$ cat src/rtl/music_ctrl_pkg.sv
// Shared widths, seek constants and helpers for the ROM music player controller.
package music_ctrl_pkg;

  localparam int unsigned ADDR_W = 22;
  localparam int unsigned SEL_W  = 2;
  localparam int unsigned DATA_W = 8;

  localparam int SEEK_SHORT_S = 10;
  localparam int SEEK_LONG_S  = 30;

  localparam logic [DATA_W-1:0] END_MARKER_DEF = 8'hFF;

  localparam int unsigned NUM_BTN      = 7;
  localparam int unsigned BTN_PLAY     = 0;
  localparam int unsigned BTN_PROX     = 1;
  localparam int unsigned BTN_PREV     = 2;
  localparam int unsigned BTN_PASSA_10 = 3;
  localparam int unsigned BTN_VOLTA_10 = 4;
  localparam int unsigned BTN_PASSA_30 = 5;
  localparam int unsigned BTN_VOLTA_30 = 6;

  typedef enum logic [2:0] {
    SEEK_NONE,
    SEEK_FWD30,
    SEEK_BACK30,
    SEEK_FWD10,
    SEEK_BACK10
  } seek_e;

  function automatic logic signed [8:0] seek_secs(input seek_e s);
    case (s)
      SEEK_FWD30:  return 9'sd30;
      SEEK_BACK30: return -9'sd30;
      SEEK_FWD10:  return 9'sd10;
      SEEK_BACK10: return -9'sd10;
      default:     return '0;
    endcase
  endfunction

endpackage

$ cat src/rtl/music_player_ctrl_btn_edge.sv
// One-register rising-edge detector: a held button yields a single-cycle pulse.
module btn_edge (
  input  logic clk,
  input  logic rst,
  input  logic btn_i,
  output logic pulse_o
);

  logic btn_q;

  always_ff @(posedge clk or posedge rst) begin
    if (rst) btn_q <= 1'b0;
    else     btn_q <= btn_i;
  end

  assign pulse_o = btn_i & ~btn_q;

endmodule

$ cat src/rtl/music_player_ctrl.sv
// Playback controller: play/pause, song select, sample address with saturating seek,
// and end-of-song auto-advance driven by the ROM byte read back at full_addr.
module music_player_ctrl
  import music_ctrl_pkg::*;
#(
  parameter int unsigned        SAMPLES_PER_SEC = 8000,
  parameter int unsigned        CLKS_PER_SAMPLE = 1,
  parameter logic [DATA_W-1:0]  END_MARKER      = END_MARKER_DEF
) (
  input  logic                clk,
  input  logic                reset,
  input  logic                play_pause,
  input  logic                prox,
  input  logic                prev,
  input  logic                passa_10s,
  input  logic                volta_10s,
  input  logic                passa_30s,
  input  logic                volta_30s,
  input  logic [DATA_W-1:0]   current_value,
  output logic                play,
  output logic [SEL_W-1:0]    select,
  output logic [ADDR_W-1:0]   endereco,
  output logic [SEL_W+ADDR_W-1:0] full_addr,
  output logic signed [8:0]   time_adder,
  output logic                prox_musica,
  output logic                start
);

  localparam int unsigned DIV_W  = (CLKS_PER_SAMPLE > 1) ? $clog2(CLKS_PER_SAMPLE) : 1;
  localparam logic [DIV_W-1:0] DIV_LAST = DIV_W'(CLKS_PER_SAMPLE - 1);
  localparam int unsigned SUM_W  = ADDR_W + 10;
  localparam int STEP10 = SEEK_SHORT_S * int'(SAMPLES_PER_SEC);
  localparam int STEP30 = SEEK_LONG_S * int'(SAMPLES_PER_SEC);
  localparam logic [ADDR_W-1:0] ADDR_MAX = '1;
  localparam logic signed [SUM_W-1:0] SUM_MAX = {{(SUM_W-ADDR_W){1'b0}}, ADDR_MAX};

  logic [NUM_BTN-1:0] btn_raw, btn_pulse;

  assign btn_raw = {volta_30s, passa_30s, volta_10s, passa_10s, prev, prox, play_pause};

  for (genvar g = 0; g < NUM_BTN; g++) begin : g_btn
    btn_edge u_edge (
      .clk     (clk),
      .rst     (reset),
      .btn_i   (btn_raw[g]),
      .pulse_o (btn_pulse[g])
    );
  end

  logic                     play_q, play_d;
  logic [SEL_W-1:0]         sel_q, sel_d;
  logic [ADDR_W-1:0]        addr_q, addr_d;
  logic signed [8:0]        ta_q, ta_d;
  logic [DIV_W-1:0]         div_q, div_d;
  logic                     pm_q, pm_d;
  logic                     start_q, start_d;

  seek_e                    seek;
  logic                     inc;
  logic signed [SUM_W-1:0]  seek_delta, seek_sum;

  always_comb begin
    seek = SEEK_NONE;
    if      (btn_pulse[BTN_PASSA_30]) seek = SEEK_FWD30;
    else if (btn_pulse[BTN_VOLTA_30]) seek = SEEK_BACK30;
    else if (btn_pulse[BTN_PASSA_10]) seek = SEEK_FWD10;
    else if (btn_pulse[BTN_VOLTA_10]) seek = SEEK_BACK10;
  end

  always_comb begin
    case (seek)
      SEEK_FWD30:  seek_delta = SUM_W'(STEP30);
      SEEK_BACK30: seek_delta = -SUM_W'(STEP30);
      SEEK_FWD10:  seek_delta = SUM_W'(STEP10);
      SEEK_BACK10: seek_delta = -SUM_W'(STEP10);
      default:     seek_delta = '0;
    endcase
    seek_sum = $signed({{(SUM_W-ADDR_W){1'b0}}, addr_q}) + seek_delta;
  end

  // Address path; the top address holds rather than wraps, end-of-song handles it.
  always_comb begin
    addr_d = addr_q;
    ta_d   = ta_q;
    div_d  = div_q;
    inc    = 1'b0;
    if (start_q) begin
      addr_d = '0;
      ta_d   = '0;
      div_d  = '0;
    end else if (pm_q) begin
      addr_d = addr_q;
    end else if (seek != SEEK_NONE) begin
      ta_d  = seek_secs(seek);
      div_d = '0;
      if (seek_sum[SUM_W-1])       addr_d = '0;
      else if (seek_sum > SUM_MAX) addr_d = ADDR_MAX;
      else                         addr_d = seek_sum[ADDR_W-1:0];
    end else if (play_q) begin
      if (div_q == DIV_LAST) begin
        div_d = '0;
        inc   = 1'b1;
        if (addr_q != ADDR_MAX) addr_d = addr_q + ADDR_W'(1);
      end else begin
        div_d = div_q + DIV_W'(1);
      end
    end
  end

  always_comb begin
    play_d = play_q ^ btn_pulse[BTN_PLAY];
    sel_d  = sel_q;
    if (pm_q)
      sel_d = sel_q + SEL_W'(1);
    else if (btn_pulse[BTN_PROX] && !btn_pulse[BTN_PREV])
      sel_d = sel_q + SEL_W'(1);
    else if (btn_pulse[BTN_PREV] && !btn_pulse[BTN_PROX])
      sel_d = sel_q - SEL_W'(1);
    start_d = (sel_d != sel_q);
    pm_d    = play_q && !pm_q && !start_q &&
              ((current_value == END_MARKER) || (inc && (addr_q == ADDR_MAX)));
  end

  always_ff @(posedge clk or posedge reset) begin
    if (reset) begin
      play_q  <= 1'b0;
      sel_q   <= '0;
      addr_q  <= '0;
      ta_q    <= '0;
      div_q   <= '0;
      pm_q    <= 1'b0;
      start_q <= 1'b0;
    end else begin
      play_q  <= play_d;
      sel_q   <= sel_d;
      addr_q  <= addr_d;
      ta_q    <= ta_d;
      div_q   <= div_d;
      pm_q    <= pm_d;
      start_q <= start_d;
    end
  end

  assign play        = play_q;
  assign select      = sel_q;
  assign endereco    = addr_q;
  assign full_addr   = {sel_q, addr_q};
  assign time_adder  = ta_q;
  assign prox_musica = pm_q;
  assign start       = start_q;

endmodule

$ cat config.mk
export PLATFORM = sky130hd
export DESIGN_NAME = music_player_ctrl
export DESIGN_NICKNAME = d
export VERILOG_FILES = /design/src/rtl/music_ctrl_pkg.sv /design/src/rtl/music_player_ctrl_btn_edge.sv /design/src/rtl/music_player_ctrl.sv
export SDC_FILE = /design/constraint.sdc
export NUM_CORES = 1
export LEC_CHECK = 0
export BUFFER_PORTS_ARGS = -buffer_cell sky130_fd_sc_hd__buf_2
export CAP_MARGIN = 20
export CORE_UTILIZATION = 55
export DETAILED_ROUTE_END_ITERATION = 10
export PLACE_DENSITY = 0.81
export SETUP_SLACK_MARGIN = 0.15
export SLEW_MARGIN = 20
export SYNTH_ARGS = -nofsm -noshare
export SYNTH_HDL_FRONTEND = slang
export SYNTH_SLANG_ARGS = --single-unit
$ cat constraint.sdc
create_clock -name clk -period 10.2 [get_ports clk]
set_clock_uncertainty 0.1 [all_clocks]
set_input_delay 0.51 -clock clk [delete_from_list [all_inputs] [get_ports clk]]
set_output_delay 0.51 -clock clk [all_outputs]
set_load 0.01 [all_outputs]
==> metrics.cfg <==
[run_status]
outcome=complete, no violations

[grt]
first_pass_grt_wire_length_mm=12.5
globalRouteOverflowTotal=0
gr-usage-all-layers_pct=25.8
grt_antenna_before_repair=0
grt_pass1_vias=2654
maximum_number_of_pins_on_one_net_before_global_route_repair=39

[floorplanning]
die_h_um=78.4
initial_cell_density_of_the_core_pct=57.6
core.rowCount=27
floorplan.die_area_mm2=0.00614
core_area_mm2=0.00557
die_w_um=78.4
pin_count=77

[place]
port_buffers=75
dp_hpwl_mm=5.48
gp_congestion=0.969
detailed_place.area_mm2=0.00339

[worst_setup_path]
path_cells=buf_2 > nor2b_1 > nor4_4 > inv_4 > ha_1 > fa_1 > a21o_1 > nand4_1 > a211oi_2 > o31a_1 > a32oi_1 > o31ai_4 > a21o_1 > a22o_1
critical_path.n_buffers_inverters=2
timing.critical_path.slowest_cell_delay_ps=750
critical_path.reg2reg.startpoint=g_btn[6].u_edge.btn_q
worstSetupStartpointType=input port
endpoint_kind=flip-flop
arrival_time_of_the_worst_setup_path_ps=4120
critical-path-top-delay-family=compound AO/OA/AOI/OAI gates
critical_path_class=in2reg
critical_path_peak_fanout=14
path_common_cell=a21o_1
worst_ep_required_ps=10280
cpMaxStageDelayCell=nor4_4
crit_path_start=passa_10s

[sta]
post-route-period-util_pct=39.6
setup_violation_total_in_the_final_timing_report=0
hold_viol_final=0
tightest_slew_ps=1030
timing_max_transition_violations_final=0
tns_ps=0
max_clock_freq_mhz=248
slew_headroom_pct=30.8
finalWorstPathRequiredPeriod_ps=4040
rsz0062_at_grt=no

[synthesis]
post_synth_mux_area_share_pct=0
avgSynthCellArea_um2=8.79
synth_nets=400
postSynthRegisterBits=38
synth-xor-area-share_pct=4.64
edff_count_synth=0
synth_compound_area_share_pct=27.3
asyncSetResetFlopFracSynth_pct=100
synth-main-ff-cell=dfrtp_1
largest_family_of_logic_cells_by_synthesized_area=compound AO/OA/AOI/OAI gates
yosys_warnings=0
unique_masters_post_synth=66
post_synth_fa_ha_maj_area_fraction_pct=7.25
synth_simple_gate_area_share_pct=20.2
syn_inst=365
netlist_area_mm2=0.00321
synth.yosys.seq_area_share_pct=29.6

[route]
antenna_left=0
drcViolationCount=0
vias_per_cell=5.97
drt_iter0_drc=242
wire_per_inst_um=15.3
num_vias=2871
drt_pass1_iterations=4
finalWirelength_mm=7.35

[clock_tree]
holdBufCountCts=0
clock_latency_ps=290
cts_made_buffers=5
tritoncts=done
clk_pin_slew_worst_paths_ps=80
ctsResizeCount=0
tritoncts_num_sinks=38
cts.root.buffer_cell=clkbuf_8
cts-htree-levels=2
cts-root-to-sink-buffers=2
postCtsSetupRepairBufs=0

[finish]
fin_util_pct=63.4
finished_cell_area_mm2=0.00353
layout_cells_sized_above_1_pct=25.9
filler_cell_count=481
insertedDiodeCount=0
finish.net_count=443
area_growth_syn_to_layout_pct=10.1

[flow_run]
number_of_maximum_capacitance_violations=0

[min_path]
min_delay_worst_type=in2async

[power]
p_leak_nw=1.71
p_per_area_mw_per_mm2=262
worst_ir_drop_vdd_mv=0.110

-- stage by stage --
| step | setup WS [ps] | instances | total power (W) | hold slack (ps) |
|---|---|---|---|---|
| 6_report | 6160 | 481 | 0.000925 | 213 |
| 5_1_grt | 5900 | 481 | 0.000999 | 225 |
| 4_1_cts | 6200 | 481 | 0.000927 | 224 |
| 3_5_place_dp | 5890 | 473 | 0.000763 | 368 |
| 3_3_place_gp | 6020 | 473 | 0.000754 | 369 |
| 2_1_floorplan | 6530 | 365 | 0.000670 | 394 |
-- state kept, by name, indices dropped and copies added (netlist names) --
signal              flops
endereco               22
g_btn.u_edge.btn_q      7
time_adder              4
select                  2
play                    1
prox_musica             1
start                   1
-- cell usage in the layout (no fill, tap or decap), types with 8 or more instances in the layout --
master	synthesis	routed
a21o_1	9	9
a21oi_1	23	23
buf_2	4	75
dfrtp_1	38	38
ha_1	17	17
inv_1	14	14
nand2_1	26	26
nand3_1	10	10
nand4_1	8	8
nor2_1	19	19
o21ai_0	37	37
o21ai_1	8	8
xnor2_1	10	10
-- routing by layer --
metal  part of all wire, %  routed length, um  GRT usage (%)  vias up
li1                      -                  -              -     1393
met1                    44               3230           35.8     1357
met2                    48               3570           40.6      112
met3                   6.6                485           4.53        9
met4                   1.0                 74           8.89        0
met5                     0                  0              0        -
-- final timing paths --
path | to | slack, ps | cells after the start
max in group asynchronous | endereco[12] | 9430 | 3
min in group clk | g_btn[4].u_edge.btn_q | 230 | 1
worst max register to register | endereco[3] | 6200 | 13
worst max-delay path | endereco[3] | 6160 | 14
worst min-delay path | g_btn[1].u_edge.btn_q | 210 | 3
worst min register to register | select[1] | 380 | 1
-- worst reg2reg max path, cell delays in order, from the launching register on --
cell      delay [ps]
dfrtp_1          370
nor2b_4           60
nor4_4           760
inv_4            130
ha_1             280
fa_1             410
a21o_1           200
nand4_1          140
a211oi_2         130
o31a_1           270
a32oi_1          440
o31ai_4          180
a21o_1           230
a22o_1           180
-- power by group --
part           total, W  switching (W)  internal (W)
clock          0.000159      0.0000547      0.000104
sequential     0.000290      0.0000904      0.000200
combinational  0.000475       0.000268      0.000208
-- cells by family after synthesis --
family | after synthesis
AOI/OAI and AO/OA | 126
xor gates and xnor gates | 17
adders and majority gates | 18
buffers and inverters | 55
DFF | 38
other | 1
and+or+nand+nor | 110
-- cell type report --
type	instances	area (um^2)	area share, %
Clock buffer	6	82.6	2.34
Clock inverter	2	60.1	1.70
Inverter	15	58.8	1.66
Multi-Input combinational cell	272	1910	54.0
Sequential cell	38	951	26.9
Tap cell	72	90.1	2.55
Timing Repair Buffer	76	383	10.8
-- synthesized netlist by cell type (7+ instances only) --
library cell | n | area (um^2)
o21ai_1 | 8 | 40.0
inv_1 | 14 | 52.6
dfrtp_1 | 38 | 951
nor2_1 | 19 | 71.3
a22o_1 | 7 | 61.3
nand4_1 | 8 | 50.1
nand2b_1 | 7 | 43.8
ha_1 | 17 | 213
nor3_1 | 7 | 35.0
a21o_1 | 9 | 67.6
nand2_1 | 26 | 97.6
buf_4 | 30 | 225
a21oi_1 | 23 | 115
xnor2_1 | 10 | 87.6
xor2_1 | 7 | 61.3
o21ai_0 | 37 | 185
nand3_1 | 10 | 50.1
(Power assumes the default switching activity.)
